`src/rtl/fetch_decode_stage.sv`:
```
// ----------------------------------------------------------------------------
// fetch_decode_stage
//   Front end of the 5-stage RV32I pipeline. It holds the fetch PC, drives the
//   instruction-memory address, captures the fetched word into the IF/ID
//   register, and decodes the register fields, the immediate and an
//   illegal-opcode flag for the controller and the ID/EX datapath.
//
// Optional feature macro: FD_PERF_CNT_EN
//   When defined, adds the stall_cnt / flush_cnt performance counters and
//   their output ports. When undefined, the counters and ports do not exist
//   and all other behaviour is unchanged.
//
// Parameters
//   RESET_PC   PC value loaded by reset
//   NOP_INST   bubble word (addi x0,x0,0) loaded into decode on reset/flush
//   CNT_W      performance counter width (used only with FD_PERF_CNT_EN)
//
// Ports
//   clk          in   1      clock, rising edge
//   rst          in   1      synchronous active-high reset
//   stall        in   1      hold PC and IF/ID register (load-use hazard)
//   next_pc_sel  in   1      0 = redirect to jb_pc, 1 = sequential fetch
//   jb_pc        in   32     redirect target from execute
//   im_addr      out  32     instruction memory address (= fetch PC)
//   im_rdata     in   32     instruction word at im_addr (combinational read)
//   D_pc         out  32     PC of the instruction in decode
//   D_inst       out  32     raw instruction in decode
//   D_valid      out  1      decode holds a real instruction (0 = bubble)
//   D_out        out  24     {f7b, rs2, rs1, f3, rd, op}
//   D_imm        out  32     sign-extended immediate of D_inst
//   D_illegal    out  1      decode holds an unsupported opcode
//   stall_cnt    out  CNT_W  cycles with stall=1      (FD_PERF_CNT_EN only)
//   flush_cnt    out  CNT_W  cycles with next_pc_sel=0 (FD_PERF_CNT_EN only)
// ----------------------------------------------------------------------------
module fetch_decode_stage #(
    parameter logic [31:0] RESET_PC = 32'h0000_0000,
    parameter logic [31:0] NOP_INST = 32'h0000_0013,
    parameter int          CNT_W    = 32
) (
    input  logic        clk,
    input  logic        rst,
    input  logic        stall,
    input  logic        next_pc_sel,
    input  logic [31:0] jb_pc,
    output logic [31:0] im_addr,
    input  logic [31:0] im_rdata,
    output logic [31:0] D_pc,
    output logic [31:0] D_inst,
    output logic        D_valid,
    output logic [23:0] D_out,
    output logic [31:0] D_imm,
    output logic        D_illegal
`ifdef FD_PERF_CNT_EN
    ,
    output logic [CNT_W-1:0] stall_cnt,
    output logic [CNT_W-1:0] flush_cnt
`endif
);

    // Major opcodes (inst[6:2]) understood by this core.
    localparam logic [4:0] OP_OP     = 5'b01100;
    localparam logic [4:0] OP_OPIMM  = 5'b00100;
    localparam logic [4:0] OP_LOAD   = 5'b00000;
    localparam logic [4:0] OP_JALR   = 5'b11001;
    localparam logic [4:0] OP_STORE  = 5'b01000;
    localparam logic [4:0] OP_BRANCH = 5'b11000;
    localparam logic [4:0] OP_LUI    = 5'b01101;
    localparam logic [4:0] OP_AUIPC  = 5'b00101;
    localparam logic [4:0] OP_JAL    = 5'b11011;

    // ------------------------------------------------------------------
    // Decode helpers
    // ------------------------------------------------------------------
    function automatic logic is_supported(input logic [31:0] inst);
        logic ok;
        ok = 1'b0;
        case (inst[6:2])
            OP_OP, OP_OPIMM, OP_LOAD, OP_JALR, OP_STORE,
            OP_BRANCH, OP_LUI, OP_AUIPC, OP_JAL: ok = 1'b1;
            default:                             ok = 1'b0;
        endcase
        // 16-bit compressed encodings are not supported.
        return ok && (inst[1:0] == 2'b11);
    endfunction

    function automatic logic [31:0] decode_imm(input logic [31:0] inst);
        logic [31:0] imm;
        imm = 32'b0;
        case (inst[6:2])
            OP_OPIMM, OP_LOAD, OP_JALR:
                imm = {{20{inst[31]}}, inst[31:20]};
            OP_STORE:
                imm = {{20{inst[31]}}, inst[31:25], inst[11:7]};
            OP_BRANCH:
                imm = {{19{inst[31]}}, inst[31], inst[7], inst[30:25],
                       inst[11:8], 1'b0};
            OP_LUI, OP_AUIPC:
                imm = {inst[31:12], 12'b0};
            OP_JAL:
                imm = {{11{inst[31]}}, inst[31], inst[19:12], inst[20],
                       inst[30:21], 1'b0};
            default:
                imm = 32'b0;
        endcase
        return imm;
    endfunction

    function automatic logic [23:0] pack_fields(input logic [31:0] inst);
        // {f7b, rs2, rs1, f3, rd, op}
        return {inst[30], inst[24:20], inst[19:15], inst[14:12],
                inst[11:7], inst[6:2]};
    endfunction

    // ------------------------------------------------------------------
    // Stage p0: fetch PC
    // ------------------------------------------------------------------
    logic [31:0] f_pc_p0;

    always_ff @(posedge clk) begin
        if (rst) begin
            f_pc_p0 <= RESET_PC;
        end else if (!next_pc_sel) begin
            // jb_pc is taken as-is; alignment is the execute stage's concern.
            f_pc_p0 <= jb_pc;
        end else if (!stall) begin
            f_pc_p0 <= f_pc_p0 + 32'd4;
        end
    end

    assign im_addr = f_pc_p0;

    // ------------------------------------------------------------------
    // Stage p1: IF/ID register
    // ------------------------------------------------------------------
    logic [31:0] d_inst_p1;
    logic [31:0] d_pc_p1;
    logic        vld_p1;

    always_ff @(posedge clk) begin
        if (rst || !next_pc_sel) begin
            // Reset and redirect both turn the word being fetched into a bubble.
            d_inst_p1 <= NOP_INST;
            d_pc_p1   <= 32'b0;
            vld_p1    <= 1'b0;
        end else if (!stall) begin
            d_inst_p1 <= im_rdata;
            d_pc_p1   <= f_pc_p0;
            vld_p1    <= 1'b1;
        end
    end

    assign D_inst    = d_inst_p1;
    assign D_pc      = d_pc_p1;
    assign D_valid   = vld_p1;
    assign D_out     = pack_fields(d_inst_p1);
    assign D_imm     = decode_imm(d_inst_p1);
    assign D_illegal = vld_p1 && !is_supported(d_inst_p1);

`ifdef FD_PERF_CNT_EN
    // ------------------------------------------------------------------
    // Performance counters: redirect and stall in one cycle count both
    // ------------------------------------------------------------------
    logic [CNT_W-1:0] stall_cnt_q;
    logic [CNT_W-1:0] flush_cnt_q;

    always_ff @(posedge clk) begin
        if (rst) begin
            stall_cnt_q <= '0;
            flush_cnt_q <= '0;
        end else begin
            if (stall) begin
                stall_cnt_q <= stall_cnt_q + CNT_W'(1);
            end
            if (!next_pc_sel) begin
                flush_cnt_q <= flush_cnt_q + CNT_W'(1);
            end
        end
    end

    assign stall_cnt = stall_cnt_q;
    assign flush_cnt = flush_cnt_q;
`else
    // Keeps CNT_W referenced when the counters are compiled out.
    logic [CNT_W-1:0] unused_cnt_w_tie;
    assign unused_cnt_w_tie = '0;
`endif

endmodule

```
`config.mk`:
```
export PLATFORM = sky130hd
export DESIGN_NAME = fetch_decode_stage
export DESIGN_NICKNAME = d
export VERILOG_FILES = /design/src/rtl/fetch_decode_stage.sv
export SDC_FILE = /design/constraint.sdc
export NUM_CORES = 1
export LEC_CHECK = 0
export BUFFER_PORTS_ARGS = -buffer_cell sky130_fd_sc_hd__buf_4
export CORE_MARGIN = 4
export CORE_UTILIZATION = 47
export DETAILED_ROUTE_END_ITERATION = 10
export GPL_TIMING_DRIVEN = 0
export PLACE_DENSITY_LB_ADDON = 0.3
export REMOVE_ABC_BUFFERS = 1
export SLEW_MARGIN = 10
export SYNTH_ARGS = -nofsm -noshare
export SYNTH_HDL_FRONTEND = slang
export SYNTH_SLANG_ARGS = --single-unit
```
`constraint.sdc`:
```
create_clock -name clk -period 2.6 [get_ports clk]
set_input_delay 0.26 -clock clk [delete_from_list [all_inputs] [get_ports clk]]
set_output_delay 0.26 -clock clk [all_outputs]
set_load 0.005 [all_outputs]
```
**Word-level counts from Yosys, hierarchy flattened**

Memories as Yosys holds them, arrays and structs flattened. A register that Yosys moved wholly into a read port is not among the register bits.
Cells that the tools add are included.

- Magnitude comparators: 0
- Reduce and logical (&&, ||, !) cells: 8
- Bitwise operators: 0
- Multiply operators: 0
- Shift operators: 0
- Eq/ne operators: 9
- $add $sub $neg: 1
- Muxes and demuxes: 5
- Divide/modulo/power cells: 0

Operators with widths:

| kind | count |
|---|---|
| $pmux 32 s5 | 1 |
| $mux 32 | 2 |
| $add 32x3->32 const B | 1 |
| $eq 5x5->1 const B | 3 |
| $eq 5x3->1 const B | 2 |
| $eq 5x4->1 const B | 2 |
| $mux 5 | 2 |
| $logic_not 5->1 | 1 |
| $reduce_or 3->1 | 1 |
| $eq 2x2->1 const B | 1 |
| $logic_and 1x1->1 | 2 |
| $logic_not 1->1 | 2 |
| $ne 2x2->1 const B | 1 |
| $reduce_or 2->1 | 1 |
| $logic_or 1x1->1 | 1 |

- Memories kept: 1
- RAM bits: 0
- Bits in latches: 0
- Word-level logic and storage cells: 28
- Register bits: 97
- Bits in read-only memories: 32

Memories:

| memory | depth | bits a word | rd ports | clocked after memory_dff | write ports | RTL line | source |
|---|---|---|---|---|---|---|---|
| (name not given) | 32 | 1 | 1 | 1 | 0 | 77 | `case (inst[6:2])` |

**Depth between registers and ports, before layout**

Gate-level depths: netlist of the first run.

- Depth in word-level cells: 4
- Depth in mapped cells: 6

**Worst setup path before layout of the first run**

No wires, ideal clock.

- Path type: register -> register
- Start point: reg f_pc_p0[3], in the netlist im_addr[3]
- End point: reg f_pc_p0[26], in the netlist im_addr[26]
- Period minus slack after synthesis: 2.078 ns
- Arrival: 1.987 ns
- Path buffers: 1
- Cell stages (with the launch flop): 7
- Path slack: 0.522 ns
- Path through: dfxtp_1 ha_1 nand4_1 or3_1 clkbuf_1 or4_1 a311oi_1

- Word-level cells in the longest chain between the ends: 3

RTL lines:

| what | RTL line | source |
|---|---|---|
| start, declared | 117 | `logic [31:0] f_pc_p0;` |
| start signal, assigned | 124 | `f_pc_p0 <= jb_pc;` |
| start signal, assigned | 126 | `f_pc_p0 <= f_pc_p0 + 32'd4;` |
| $add 32x3->32 | 126 |  |
| $mux 32 | 125 | `end else if (!stall) begin` |
| $mux 32 | 122 | `end else if (!next_pc_sel) begin` |

No other way between the ends. The select of a mux whose other input is x is not followed.
A chain may end at the register's enable or synchronous reset.

**Final worst setup path of the first run**

- Start point: reg f_pc_p0[3], in the netlist im_addr[3]
- End point: reg f_pc_p0[28], in the netlist im_addr[28]

The elaborated chain is that of the path after synthesis.

==> metrics.yaml, run 1 <==
holdWs_ns: 0.1182
initial_core_util_pct: 48.32
place_ws_ns: -0.3300
reg2reg_from: "im_addr[3]"
crit_path_start_kind: "flip-flop"
p_per_area_nw_per_um2: 492.8
grt_usage_pct: 22.83
ys.warnings.count: 0
mostFrequentLayoutCell: "buf_4"
synthAdderAreaFrac_pct: 0.2637
hold_start: "im_rdata[0]"
synth_top_area_share_pct: 41.35
period_needed_ns: 2.464
arrival_ns: 2.73
post-route-util_pct: 66.28
p_int_w: 0.002368
clkPwrFrac_pct: 33.3
timing_hold_violations_final: 0
peakVddDrop_v: 0.0002982
die_height_um: 108.5
syn_area_per_cell_um2: 8.770
ant_nets: 0
hold_end: "D_inst[0]"
synth_area_um2: 4745
yosysTopAreaCell: "dfxtp_1"
wl_per_cell_um: 16.45
drv_slew: 0
drt_iter0_drc: 229
fin_ws_ns: 0.1360
post-dp-hpwl_um: 10170
sequentialPowerShare_pct: 51.9
hold_depth: 3
coreArea_um2: 9819
ys.flop_type: "dfxtp_1"
finClkSkew_ns: 0.01040
startpoint: "im_addr[3]"
synth.area.top_cells: "dfxtp_1 (41%), mux2i_1 (14%), nor2_1 (7.3%)"
routabilityCongestion: 0.8214
htreeDepth: 3
switching_share_pct: 26.17
grt_pass1_vias: 4231
drt_wl_total_um: 14030
netlist_instances: 541
switchingPower_w: 0.0008394
max_freq_mhz: 405.8
status: "completed"
p_comb_share_pct: 14.8
drc: 0
die_x_um: 108.5
min_period_over_period_pct: 94.77
dieArea_um2: 11770
r2r_cells: 5
n_antenna_cell: 0
synth_mux_area_share_pct: 14.37
finalNetCount: 784
synth-xor-area-share_pct: 2.031
clock-sinks: 98
cts_root_buf: "clkbuf_8"
routed-via-count: 4565
holdBufCountCts: 0
synth.distinct_cells: 51
grt_max_degree: 79
finish.instance_area_um2: 6509
setup_viol: 0
worst-setup-path-type: "flip-flop to flip-flop"
synthSimpleGateAreaFrac_pct: 22.71
clk_pin_slew_worst_paths_ns: 0.10
synthArstFlopShare_pct: 0
rsz0062_at_grt: "no"
cts_made_buffers: 9
slew_headroom_pct: 18.54
drv_cap: 0
avgViaCountPerCell: 5.352
clock_latency_ns: 0.36
clock_path_buffers: 2
grt_overflow: 0
dr.pass1.iters: 4
placed_cells: 833
worst_slew_pin_slew_ns: 1.222
rrSetupSlack_ns: 0.14
area_growth_pct: 37.18
final_cell_mix: "buf_4 (225), dfxtp_1 (98), nor2_1 (92)"
r2r-end: "im_addr[28]"
row_count: 36
synth_top_family_by_area: "simple AND/OR/NAND/NOR gates"
cts_tree: "built"
cp_max_fo: 9
numPortBuffers: 221
synth_compound_area_share_pct: 11.79
drive_gt1_share_pct: 35.28
crit_path_end_kind: "flip-flop"
synth-edff-count: 0
required_ns: 2.86
synth-seq-area-share_pct: 41.35
synth_seq_cells: 98
grt_pass1_wl_um: 21510
place_area_um2: 6245
antenna_found_initial: 0
layout.cells.non_filler: 853
io_pins: 222
cellLeakagePower_nw: 3.026
min_path_type: "primary input to flip-flop"
## cell families (layout without fill, tap and decap cells)
logic type                 Yosys count  in the layout
DFF                                 98             98
and+or+nand+nor                    220            220
xor gates and xnor gates            11             11
adders and majority gates            1              1
muxes                               68             68
AOI/OAI and AO/OA                   75             75
buffers and inverters               68            247
## flip-flops by register name, summed over array words and instances, names as in the netlist, named ones only
name and cells:
im_addr 32, D_pc 32, D_inst 32, D_valid 1
## routing by layer
layer	GRT usage, %	routed length, µm
met2	41.35	7327
met5	0	0
met1	27.32	5549
met3	3.881	993
met4	7.304	157
## cells in the mapped netlist, drive strengths merged, types with 3 or more instances
cell type,count
mux2i,67
xnor2,7
nor2,92
nand2,41
or2,3
nand4b,3
nor4,7
a21oi,6
nand4,15
nor2b,15
or4,8
xor2,4
inv,6
a22o,5
a311oi,14
a211oi,12
o31ai,5
buf,37
clkbuf,25
a31oi,4
nand3,7
nor3,7
a21o,8
o21ai,8
or3,11
dfxtp,98
nand2b,3
## final cells by class
type / count / area [µm²]
Clock buffer: 12 / 165.2
Clock inverter: 4 / 56.30
Fill cell: 833 / 3311
Inverter: 6 / 22.52
Multi-Input combinational cell: 375 / 2447
Sequential cell: 98 / 1962
Tap cell: 133 / 166.4
Timing Repair Buffer: 225 / 1689
## power groups by stage
stage / clock (W) / combinational (W) / sequential, W
6_report: 0.00107 / 0.000475 / 0.00166
5_1_grt: 0.00115 / 0.000519 / 0.00168
4_1_cts: 0.00110 / 0.000479 / 0.00166
3_5_place_dp: 0 / 0.000476 / 0.00170
3_3_place_gp: 0 / 0.000467 / 0.00169
2_1_floorplan: 0 / 0.000172 / 0.00168
## worst max-delay path by stage
stage	end	slack, ns	depth (start not counted)
after floorplan	im_addr[29]	0.28	4
after global placement	im_addr[29]	-1.08	5
after detailed placement	im_addr[28]	-0.33	5
after CTS	im_addr[28]	0.04	5
after global routing	im_addr[28]	0.002	5
final	im_addr[28]	0.14	5
## through the flow
step	TNS [ns]	power, W
6_report	0	0.003208
2_1_floorplan	0	0.001850
5_1_grt	0	0.003351
3_3_place_gp	-22.94	0.002159
4_1_cts	0	0.003237
3_5_place_dp	-1.954	0.002173
## critical path: stages (launching register included)
cell,delay (ns)
dfxtp_1,0.53
ha_1,0.31
nand4_1,0.29
or3_1,0.52
or4_1,0.44
a311oi_1,0.27
## what timing repair did
item | in CTS | in global routing
pin swaps | 0 | 0
endpoints found under the setup margin | 12 | 13
hold endpoints to repair | 0 | 0
buffers inserted | 0 | 4
resized for setup | 2 | 2
(Power assumes the default switching activity.)
==> run 2: changes to the inputs <==
- clock period: 2.6 -> 2.5 ns (I/O delays scaled with it)
==> metrics.yaml, run 2 (synthesized netlist as in run 1, its figures left out) <==
drt_wl_total_um: 14030  # about the same
p_per_area_nw_per_um2: 513.0  # +4.1%
min_path_type: "primary input to flip-flop"
status: "completed"
fillers: 835  # +0.24%
antenna_found_initial: 0  # unchanged
placed_cells: 833  # unchanged
layout.cells.non_filler: 851  # -0.23%
wl_per_cell_um: 16.49  # +0.26%
period_needed_ns: 2.329  # -0.1345 ns
peakVddDrop_v: 0.0003105  # +4.1%
place_ws_ns: -0.4200  # -0.09000 ns
dr.pass1.iters: 4  # unchanged
routabilityCongestion: 0.8214  # unchanged
finClkSkew_ns: 0.009912  # -0.0004887 ns
tns_ns: 0  # unchanged
row_count: 36  # unchanged
drc: 0  # unchanged
required_ns: 2.76  # -0.10 ns
arrival_ns: 2.59  # -0.14 ns
grt_overflow: 0  # unchanged
area_growth_pct: 36.97
max_freq_mhz: 429.3  # +5.8%
coreArea_um2: 9819  # unchanged
ant_nets: 0  # unchanged
clock_path_buffers: 2  # unchanged
htreeDepth: 3  # unchanged
crit_path_end_kind: "flip-flop"
finalNetCount: 782  # -0.26%
numPortBuffers: 221  # unchanged
grt_usage_pct: 22.91  # +0.075 points
timing_hold_violations_final: 0  # unchanged
io_pins: 222  # unchanged
cts_made_buffers: 9  # unchanged
avgViaCountPerCell: 5.385  # +0.63%
grt_pass1_wl_um: 21620  # +0.48%
crit_path_start_kind: "flip-flop"
holdBufCountCts: 0  # unchanged
dieArea_um2: 11770  # unchanged
cellLeakagePower_nw: 3.019  # -0.25%
die_height_um: 108.5  # unchanged
worst_slew_pin_slew_ns: 1.226  # +0.004077 ns
total_power_w: 0.003334  # +3.9%
drv_cap: 0  # unchanged
grt_pass1_vias: 4259  # +0.66%
die_x_um: 108.5  # unchanged
place_area_um2: 6245  # unchanged
fin_ws_ns: 0.1705  # +0.03452 ns
post-dp-hpwl_um: 10170  # unchanged
cp_max_fo: 9  # unchanged
setup_viol: 0  # unchanged
initial_core_util_pct: 48.32  # unchanged
min_period_over_period_pct: 93.18  # -1.6 points
mostFrequentLayoutCell: "buf_4"
drv_slew: 0  # unchanged
clock-sinks: 98  # unchanged
worst-setup-path-type: "flip-flop to flip-flop"
grt_max_degree: 79  # unchanged
clock_latency_ns: 0.36  # about the same
finish.instance_area_um2: 6499  # -0.15%
drive_gt1_share_pct: 35.52  # +0.24 points
routed-via-count: 4583  # +0.39%
cts_root_buf: "clkbuf_8"
final_cell_mix: "buf_4 (223), dfxtp_1 (96), nor2_1 (92)"
drt_iter0_drc: 229  # unchanged
cts_tree: "built"
rsz0062_at_grt: "no"
slew_headroom_pct: 18.26  # -0.27 points
n_antenna_cell: 0  # unchanged
clk_pin_slew_worst_paths_ns: 0.10  # about the same
-- run 2: changes by cell type in the layout (fill, tap and decap cells not counted), sizes merged --
cell / before / now
buf: 225 / 223
-- run 2: power by group --
part / total (W) / internal (W) / switching, W
sequential: 0.00173 / 0.00163 / 0.000104
combinational: 0.000494 / 0.000282 / 0.000211
clock: 0.00111 / 0.000555 / 0.000555
-- run 2: metal layers --
metal  up-vias  share of wire, %  track usage (%)
met1      2150                40            27.25
met2       171                52            41.70
li1       2245                 -                -
met5         -                 0                0
met3        17               6.8            3.881
met4         0               1.3            7.304
-- run 2: worst paths after layout --
check                                  from     endpoint  slack (ns)  cells after the start
worst max-delay path             im_addr[3]  im_addr[28]        0.17                      5
worst min-delay path            im_rdata[0]    D_inst[0]        0.11                      3
worst max register to register   im_addr[3]  im_addr[28]        0.17                      5
worst min register to register      D_valid      D_valid        0.50                      2
-- run 2: critical path, stage by stage (launching register included) --
cell,delay (ns)
dfxtp_2,0.44
ha_1,0.28
nand4_1,0.29
or3_1,0.52
or4_1,0.44
a311oi_1,0.27
-- run 2: area by class of cell --
cell class                 count  area (µm²)  share of cell area, %
tap                          133       166.4                  2.561
clock buffer                  12       165.2                  2.541
sequential                    98        1964                  30.23
multi-input combinational    375        2450                  37.70
timing repair buffer         223        1674                  25.76
clock inverter                 4       56.30                 0.8664
inverter                       6       22.52                 0.3466
-- run 2: per-stage QoR --
stage	hold WS, ns	util [%]
floorplan	0.3221	-
global placement	0.4746	63.52
detailed placement	0.4796	63.60
CTS	0.09354	66.11
global route	0.1144	66.18
finish	0.1135	66.18
-- run 2: timing repair --
| item | 4_1_cts | 5_1_grt |
|---|---|---|
| setup buffers | 2 | 0 |
| resized for setup | 3 | 4 |
| setup endpoints to repair | 22 | 16 |
